==> config.mk <==
export PLATFORM = sky130hd
export DESIGN_NAME = rf_multiport_flat
export DESIGN_NICKNAME = d
export VERILOG_FILES = /design/src/rtl/rf_pkg.sv /design/src/rtl/rf_multiport_if.sv /design/src/rtl/rf_read_port.sv /design/src/rtl/rf_multiport.sv /design/src/flat_wrapper.sv
export SDC_FILE = /design/constraint.sdc
export NUM_CORES = 2
export LEC_CHECK = 0
export CAP_MARGIN = 15
export CORE_MARGIN = 1
export CORE_UTILIZATION = 40
export CTS_CLUSTER_DIAMETER = 200
export CTS_CLUSTER_SIZE = 14
export DETAILED_ROUTE_END_ITERATION = 12
export SLEW_MARGIN = 20
export SYNTH_ARGS = -nofsm -noshare
export SYNTH_HDL_FRONTEND = slang
export SYNTH_SLANG_ARGS = --single-unit
==> constraint.sdc <==
create_clock -name clk -period 3.55 [get_ports clk]
set_clock_uncertainty 0.1 [all_clocks]
set_input_delay 0.8875 -clock clk [delete_from_list [all_inputs] [get_ports clk]]
set_output_delay 0.8875 -clock clk [all_outputs]
set_load 0.02 [all_outputs]
==> src/rtl/rf_pkg.sv <==
// rf_pkg: shared constants, reset image rule and flat-bus slice helper for rf_multiport
package rf_pkg;
  localparam int DW_DEF = 32;
  localparam int AW_DEF = 5;
  function automatic logic [63:0] reset_value(input int i, input bit idx);
    return idx ? 64'(i) : '0;
  endfunction
  function automatic int slice_lo(input int k, input int w);
    return k * w;
  endfunction
endpackage

==> src/rtl/rf_multiport_if.sv <==
// rf_multiport_if: read/write port bundle for the multiport register file
interface rf_multiport_if
  import rf_pkg::*;
#(
  parameter int DW = DW_DEF,
  parameter int AW = AW_DEF,
  parameter int NUM_RD = 2
);
  logic [NUM_RD*AW-1:0] read_reg;
  logic [NUM_RD*DW-1:0] read_data;
  logic [AW-1:0] write_reg0;
  logic [DW-1:0] write_data0;
  logic reg_write0;
  logic [AW-1:0] write_reg1;
  logic [DW-1:0] write_data1;
  logic reg_write1;
  logic write_conflict;
  modport master (
    output read_reg, write_reg0, write_data0, reg_write0, write_reg1, write_data1, reg_write1,
    input read_data, write_conflict
  );
  modport slave (
    input read_reg, write_reg0, write_data0, reg_write0, write_reg1, write_data1, reg_write1,
    output read_data, write_conflict
  );
endinterface

==> src/rtl/rf_read_port.sv <==
// rf_read_port: one asynchronous read port with optional write-first bypass and zero register
module rf_read_port
  import rf_pkg::*;
#(
  parameter int DW = DW_DEF,
  parameter int AW = AW_DEF,
  parameter bit BYPASS = 1,
  parameter bit ZERO_REG = 0
) (
  input  logic [AW-1:0] addr,
  input  logic [DW-1:0] mem [2**AW],
  input  logic          byp_en,
  input  logic          we0,
  input  logic [AW-1:0] wr0,
  input  logic [DW-1:0] wd0,
  input  logic          we1,
  input  logic [AW-1:0] wr1,
  input  logic [DW-1:0] wd1,
  output logic [DW-1:0] data
);
  logic hit0, hit1;
  // port 1 bypass outranks port 0, matching the write priority
  always_comb begin
    hit0 = BYPASS && byp_en && we0 && wr0 == addr;
    hit1 = BYPASS && byp_en && we1 && wr1 == addr;
    data = (ZERO_REG && addr == '0) ? '0 : hit1 ? wd1 : hit0 ? wd0 : mem[addr];
  end
endmodule

==> src/rtl/rf_multiport.sv <==
// rf_multiport: register file with NUM_RD async read ports and two prioritised sync write ports
module rf_multiport
  import rf_pkg::*;
#(
  parameter int DW = DW_DEF,
  parameter int AW = AW_DEF,
  parameter int NUM_RD = 2,
  parameter bit BYPASS = 1,
  parameter bit ZERO_REG = 0,
  parameter bit RESET_INDEX = 1
) (
  input logic clk,
  input logic reset,
  rf_multiport_if.slave bus
);
  localparam int DEPTH = 2**AW;
  logic [DW-1:0] mem [DEPTH];
  logic we0, we1;
  // writes to register 0 are squashed here so they neither store nor flag a conflict
  always_comb begin
    we0 = bus.reg_write0 && !(ZERO_REG && bus.write_reg0 == '0);
    we1 = bus.reg_write1 && !(ZERO_REG && bus.write_reg1 == '0);
  end
  // reset image load, otherwise two writes with port 1 issued last so it wins on a tie
  always_ff @(posedge clk) begin
    if (reset) begin
      for (int i = 0; i < DEPTH; i++) mem[i] <= DW'(reset_value(i, RESET_INDEX));
      bus.write_conflict <= 1'b0;
    end else begin
      if (we0) mem[bus.write_reg0] <= bus.write_data0;
      if (we1) mem[bus.write_reg1] <= bus.write_data1;
      bus.write_conflict <= we0 && we1 && bus.write_reg0 == bus.write_reg1;
    end
  end
  for (genvar k = 0; k < NUM_RD; k++) begin : g_rd
    rf_read_port #(.DW(DW), .AW(AW), .BYPASS(BYPASS), .ZERO_REG(ZERO_REG)) u_rd (
      .addr(bus.read_reg[slice_lo(k, AW) +: AW]),
      .mem(mem),
      .byp_en(!reset),
      .we0(we0),
      .wr0(bus.write_reg0),
      .wd0(bus.write_data0),
      .we1(we1),
      .wr1(bus.write_reg1),
      .wd1(bus.write_data1),
      .data(bus.read_data[slice_lo(k, DW) +: DW])
    );
  end
endmodule
==> src/flat_wrapper.sv <==
// flat-port wrapper written by rule: the top's interface ports become plain ports
module rf_multiport_flat import rf_pkg::*;
#(
  parameter int DW = DW_DEF,
  parameter int AW = AW_DEF,
  parameter int NUM_RD = 2,
  parameter bit BYPASS = 1,
  parameter bit ZERO_REG = 0,
  parameter bit RESET_INDEX = 1
)
  (clk, reset, bus_read_reg, bus_write_reg0, bus_write_data0, bus_reg_write0, bus_write_reg1, bus_write_data1, bus_reg_write1, bus_read_data, bus_write_conflict);
  rf_multiport_if #(.DW(DW), .AW(AW), .NUM_RD(NUM_RD)) bus_i ();
  input logic clk;
  input logic reset;
  input wire logic [$bits(bus_i.read_reg)-1:0] bus_read_reg;
  input wire logic [$bits(bus_i.write_reg0)-1:0] bus_write_reg0;
  input wire logic [$bits(bus_i.write_data0)-1:0] bus_write_data0;
  input wire logic [$bits(bus_i.reg_write0)-1:0] bus_reg_write0;
  input wire logic [$bits(bus_i.write_reg1)-1:0] bus_write_reg1;
  input wire logic [$bits(bus_i.write_data1)-1:0] bus_write_data1;
  input wire logic [$bits(bus_i.reg_write1)-1:0] bus_reg_write1;
  output wire logic [$bits(bus_i.read_data)-1:0] bus_read_data;
  output wire logic [$bits(bus_i.write_conflict)-1:0] bus_write_conflict;
  assign bus_i.read_reg = bus_read_reg;
  assign bus_i.write_reg0 = bus_write_reg0;
  assign bus_i.write_data0 = bus_write_data0;
  assign bus_i.reg_write0 = bus_reg_write0;
  assign bus_i.write_reg1 = bus_write_reg1;
  assign bus_i.write_data1 = bus_write_data1;
  assign bus_i.reg_write1 = bus_reg_write1;
  assign bus_read_data = bus_i.read_data;
  assign bus_write_conflict = bus_i.write_conflict;
  rf_multiport #(.DW(DW), .AW(AW), .NUM_RD(NUM_RD), .BYPASS(BYPASS), .ZERO_REG(ZERO_REG), .RESET_INDEX(RESET_INDEX)) u_core (.clk(clk), .reset(reset), .bus(bus_i));
endmodule
==> flow_summary.html <==
<table>
<tr><th>Metric</th><th>Value</th></tr>
<tr><th colspan="2">Critical path</th></tr>
<tr><td>CP max-delay cell</td><td>sky130_fd_sc_hd__mux4_2</td></tr>
<tr><td>Arr. time, crit path</td><td>3.37 ns</td></tr>
<tr><td>Number of buffer and inverter instances along the worst setup path</td><td>5</td></tr>
<tr><td>Slowest cell delay on critical path</td><td>0.53 ns</td></tr>
<tr><td>Endpoint type of the worst setup path</td><td>output pin</td></tr>
<tr><td>CP Launch Type</td><td>input port</td></tr>
<tr><td>Cell family with the largest share of critical-path delay</td><td>buffers and inverters</td></tr>
<tr><td>CP cell instances</td><td>buf_16 -&gt; buf_12 -&gt; buf_16 -&gt; mux4_2 -&gt; mux4_2 -&gt; nand4_1 -&gt; nand4_1 -&gt; buf_6 -&gt; buf_12</td></tr>
<tr><td>Critical path peak fanout</td><td>48</td></tr>
<tr><td>Critical path data required time</td><td>2.56 ns</td></tr>
<tr><td>Kind of critical path</td><td>in -&gt; out</td></tr>
<tr><th colspan="2">Synthesis</th></tr>
<tr><td>Ranking of synthesized cells by area</td><td>sky130_fd_sc_hd__dfxtp_1 32%, sky130_fd_sc_hd__mux4_2 19%, sky130_fd_sc_hd__mux2i_1 12%, sky130_fd_sc_hd__a211oi_1 6.7%, sky130_fd_sc_hd__nor2_1 6.4%</td></tr>
<tr><td>Most numerous cell types in the synthesized netlist</td><td>1084 x sky130_fd_sc_hd__nor2_1, 1025 x sky130_fd_sc_hd__dfxtp_1, 783 x sky130_fd_sc_hd__mux2i_1</td></tr>
<tr><td>Number of distinct standard cells referenced by the synthesized netlist</td><td>54</td></tr>
<tr><td>Cell with the most instances after synthesis</td><td>sky130_fd_sc_hd__nor2_1</td></tr>
<tr><td>Number of enable flip-flop cells after synthesis</td><td>0</td></tr>
<tr><td>Largest area contributor in the synthesized netlist</td><td>sky130_fd_sc_hd__dfxtp_1</td></tr>
<tr><td>Post-synthesis area per instance</td><td>around 9.5 um^2</td></tr>
<tr><td>Post-synth top area share</td><td>0.321</td></tr>
<tr><td>Cells after synthesis</td><td>roughly 6700</td></tr>
<tr><td>YS warnings</td><td>0</td></tr>
<tr><td>Flops &amp; latches, synth</td><td>1025</td></tr>
<tr><td>Post-synth design cell area</td><td>63900 um^2</td></tr>
<tr><td>Sequential cell area fraction in the yosys report</td><td>0.321</td></tr>
<tr><td>Leading register cell type out of synthesis</td><td>sky130_fd_sc_hd__dfxtp_1</td></tr>
<tr><td>Async set or reset register ratio after synthesis</td><td>0</td></tr>
<tr><td>Post-Synthesis Net Count</td><td>6785</td></tr>
<tr><th colspan="2">Place</th></tr>
<tr><td>Post-placement cell count</td><td>8774</td></tr>
<tr><td>IO Port Bufs</td><td>152</td></tr>
<tr><td>Routability congestion estimate</td><td>~0.97</td></tr>
<tr><td>Placed Area</td><td>73700 um^2</td></tr>
<tr><td>Pre-CTS setup slack</td><td>-1.37 ns</td></tr>
<tr><td>Detailed placement HPWL</td><td>206 mm</td></tr>
<tr><th colspan="2">Detailed routing</th></tr>
<tr><td>Vias after detailed routing</td><td>~64000</td></tr>
<tr><td>TritonRoute pass-1 iters</td><td>8</td></tr>
<tr><td>Antenna-violating nets left</td><td>0</td></tr>
<tr><td>Per-cell via count in the routed design</td><td>just over 7</td></tr>
<tr><td>Residual DRC</td><td>0</td></tr>
<tr><td>Final wirelength</td><td>319 mm</td></tr>
<tr><td>Number of design-rule violations left by the first detailed-router iteration</td><td>10233</td></tr>
<tr><td>Detail-routed net length per standard cell</td><td>35.3 um</td></tr>
<tr><th colspan="2">Clock network</th></tr>
<tr><td>Clock root buffer master</td><td>sky130_fd_sc_hd__clkbuf_16</td></tr>
<tr><td>Clock tree from TritonCTS</td><td>built</td></tr>
<tr><td>Depth of the CTS H-tree</td><td>3</td></tr>
<tr><td>Num CTS Buffers</td><td>83</td></tr>
<tr><td>Latest clock arrival within the worst-skew pair</td><td>~0.74 ns</td></tr>
<tr><td>CTS clk-pin slew, worst paths</td><td>0.07 ns</td></tr>
<tr><td>Clock Path Buffers</td><td>3</td></tr>
<tr><td>Clock tree sinks</td><td>1025</td></tr>
<tr><th colspan="2">Floorplan</th></tr>
<tr><td>Full die area</td><td>161000 um^2</td></tr>
<tr><td>Std-Cell Core Area</td><td>159000 um^2</td></tr>
<tr><td>Overall die height</td><td>402 um</td></tr>
<tr><td>Initial Util</td><td>0.403</td></tr>
<tr><td>Number of ports placed on the die boundary</td><td>153</td></tr>
<tr><td>Die X</td><td>402 um</td></tr>
<tr><td>Number of rows created at floorplan</td><td>146</td></tr>
<tr><th colspan="2">Layout</th></tr>
<tr><td>Net total in the final layout</td><td>7037</td></tr>
<tr><td>Syn-to-layout area delta</td><td>25.7%</td></tr>
<tr><td>Cell area after layout</td><td>roughly 80000 um^2</td></tr>
<tr><td>Non-filler cells, final</td><td>9032</td></tr>
<tr><td>Ratio of cells with drive above 1 in the final layout</td><td>0.300</td></tr>
<tr><th colspan="2">Outcome</th></tr>
<tr><td>Violations in the final reports</td><td>negative setup slack</td></tr>
<tr><td>Result of the run</td><td>finished with violations</td></tr>
<tr><th colspan="2">GRT</th></tr>
<tr><td>Number of antenna violations at the first check in global routing</td><td>10</td></tr>
<tr><td>Global-route wire length before repair</td><td>~450 mm</td></tr>
<tr><td>Largest net degree at the start of global routing</td><td>210</td></tr>
<tr><td>Total grt overflow</td><td>0</td></tr>
<tr><td>Number of global-route vias before repair</td><td>59600</td></tr>
<tr><td>Total GRT Usage</td><td>0.381</td></tr>
<tr><th colspan="2">STA</th></tr>
<tr><td># setup viols final</td><td>64</td></tr>
<tr><td>Post-Route Setup TNS</td><td>-32.15 ns</td></tr>
<tr><td>Final hold viol count</td><td>0</td></tr>
<tr><td>Number of max-slew violations in the final report</td><td>0</td></tr>
<tr><td>Achievable clock frequency</td><td>229 MHz</td></tr>
<tr><td>Transition at the pin with the smallest max-transition slack</td><td>roughly 1.2 ns</td></tr>
<tr><td>Period minus WS final</td><td>4.36 ns</td></tr>
<tr><td>Worst-case setup margin in the final layout</td><td>-0.811 ns</td></tr>
<tr><td>Final period util</td><td>1.23</td></tr>
<tr><td>Worst max-slew margin expressed relative to the limit</td><td>0.227</td></tr>
<tr><td>Setup repair after global routing missed its margin</td><td>true</td></tr>
<tr><th colspan="2">Pwr</th></tr>
<tr><td>Leakage power</td><td>a little under 30 nW</td></tr>
<tr><td>P per Cell Area</td><td>approximately 320 nW/um^2</td></tr>
<tr><td>Worst-case vdd ir drop</td><td>about 0.00037 V</td></tr>
<tr><th colspan="2">Flow run</th></tr>
<tr><td>Max-cap viol count</td><td>0</td></tr>
<tr><th colspan="2">Hold path</th></tr>
<tr><td>Hold/Removal Path Class</td><td>reg -&gt; reg</td></tr>
</table>
==> where the power goes <==
group          switching, mW  internal (mW)
Combinational           2.83           2.04
Clock                   4.77           4.30
Sequential             0.183           11.7
Total                   7.78           18.0
==> final timing paths <==
| check | start | end | slack, ns | cells past startpoint |
|---|---|---|---|---|
| worst max-delay path | bus_read_reg[1] | bus_read_data[8] | -0.81 | 9 |
| worst min-delay path | u_core.mem[435] | u_core.mem[435] | 0.40 | 2 |
| worst max register to register | u_core.mem[897] | u_core.mem[897] | 2.38 | 4 |
| worst min register to register | u_core.mem[435] | u_core.mem[435] | 0.40 | 2 |
==> placed cells by master, fill, tap and decap left out, types with 7 or more instances in the layout <==
cell	count
sky130_fd_sc_hd__clkbuf_16	91
sky130_fd_sc_hd__nand2_1	411
sky130_fd_sc_hd__o22ai_4	15
sky130_fd_sc_hd__nand2_2	12
sky130_fd_sc_hd__buf_8	30
sky130_fd_sc_hd__a2111oi_4	7
sky130_fd_sc_hd__nand4b_1	9
sky130_fd_sc_hd__xnor2_2	8
sky130_fd_sc_hd__a22o_1	25
sky130_fd_sc_hd__a22oi_1	7
sky130_fd_sc_hd__nor2_1	1047
sky130_fd_sc_hd__nor2_4	24
sky130_fd_sc_hd__or2_2	81
sky130_fd_sc_hd__mux4_2	542
sky130_fd_sc_hd__nand2_4	36
sky130_fd_sc_hd__o22a_1	79
sky130_fd_sc_hd__mux2_2	44
sky130_fd_sc_hd__buf_6	121
sky130_fd_sc_hd__xnor2_1	9
sky130_fd_sc_hd__buf_4	549
sky130_fd_sc_hd__a211oi_1	569
sky130_fd_sc_hd__buf_16	36
sky130_fd_sc_hd__o22ai_2	28
sky130_fd_sc_hd__a21oi_1	78
sky130_fd_sc_hd__a21o_1	22
sky130_fd_sc_hd__o21ai_0	7
sky130_fd_sc_hd__dfxtp_1	1025
sky130_fd_sc_hd__a221oi_2	21
sky130_fd_sc_hd__nand3_1	297
sky130_fd_sc_hd__mux2i_1	779
sky130_fd_sc_hd__buf_12	270
sky130_fd_sc_hd__mux2_4	49
sky130_fd_sc_hd__clkdlybuf4s50_1	65
sky130_fd_sc_hd__nand4_1	67
sky130_fd_sc_hd__a311oi_1	299
sky130_fd_sc_hd__nor2_2	17
==> through the flow <==
step | util | power, mW | hold WS, ns
2_1_floorplan | - | 14.4 | 0.365
3_3_place_gp | 0.465 | 16.2 | 0.374
3_5_place_dp | 0.465 | 16.3 | 0.385
4_1_cts | 0.499 | 25.5 | 0.395
5_1_grt | 0.506 | 26.3 | 0.412
6_report | 0.506 | 25.8 | 0.397
==> cells by family after synthesis <==
family          after synthesis  synth area share
compound gates             1227             0.148
xor+xnor                     25           0.00343
buf+inv                     932            0.0599
mux                        1418             0.330
simple gates               2070             0.137
flops                      1025             0.321
==> final cells by class <==
class                      instances  area [um^2]
inverter                           5         21.3
multi-input combinational       4740        41600
clock inverter                     5         70.1
sequential                      1025        20500
antenna                            5         12.5
tap                             2072         2590
clock buffer                      86         2150
fill                           14046        78300
timing repair buffer            1094        13300
==> sequential cells by signal (all words and copies together) (netlist names) <==
name / count
u_core.mem: 1024
u_core.bus.write_conflict: 1
==> worst reg2reg max path, delay by kind of cell, from the launching register on <==
family | cells | cell delay [ns]
flip-flops | 1 | 0.34
buffers and inverters | 1 | 0.14
AO/OA/AOI/OAI | 1 | 0.08
AND/OR/NAND/NOR | 1 | 0.26
multiplexers | 1 | 0.14
==> timing repair <==
action,in CTS,in global routing
gates resized for setup,640,193
hold buffers,0,0
pin swaps,91,103
buffers inserted,110,68
endpoints found under the setup margin,64,64
cloned,19,5
==> layer usage <==
| metal | GRT usage | up-vias | part of all wire | routed length [um] |
|---|---|---|---|---|
| li1 | - | 25665 | - | - |
| met1 | 0.495 | 31319 | 0.37 | 117000 |
| met4 | 0.271 | 14 | 0.084 | 26800 |
| met5 | 0 | - | 0.00029 | 91 |
| met2 | 0.541 | 5374 | 0.41 | 131000 |
| met3 | 0.109 | 1269 | 0.14 | 43600 |
Power figures use the tool's default switching activity.
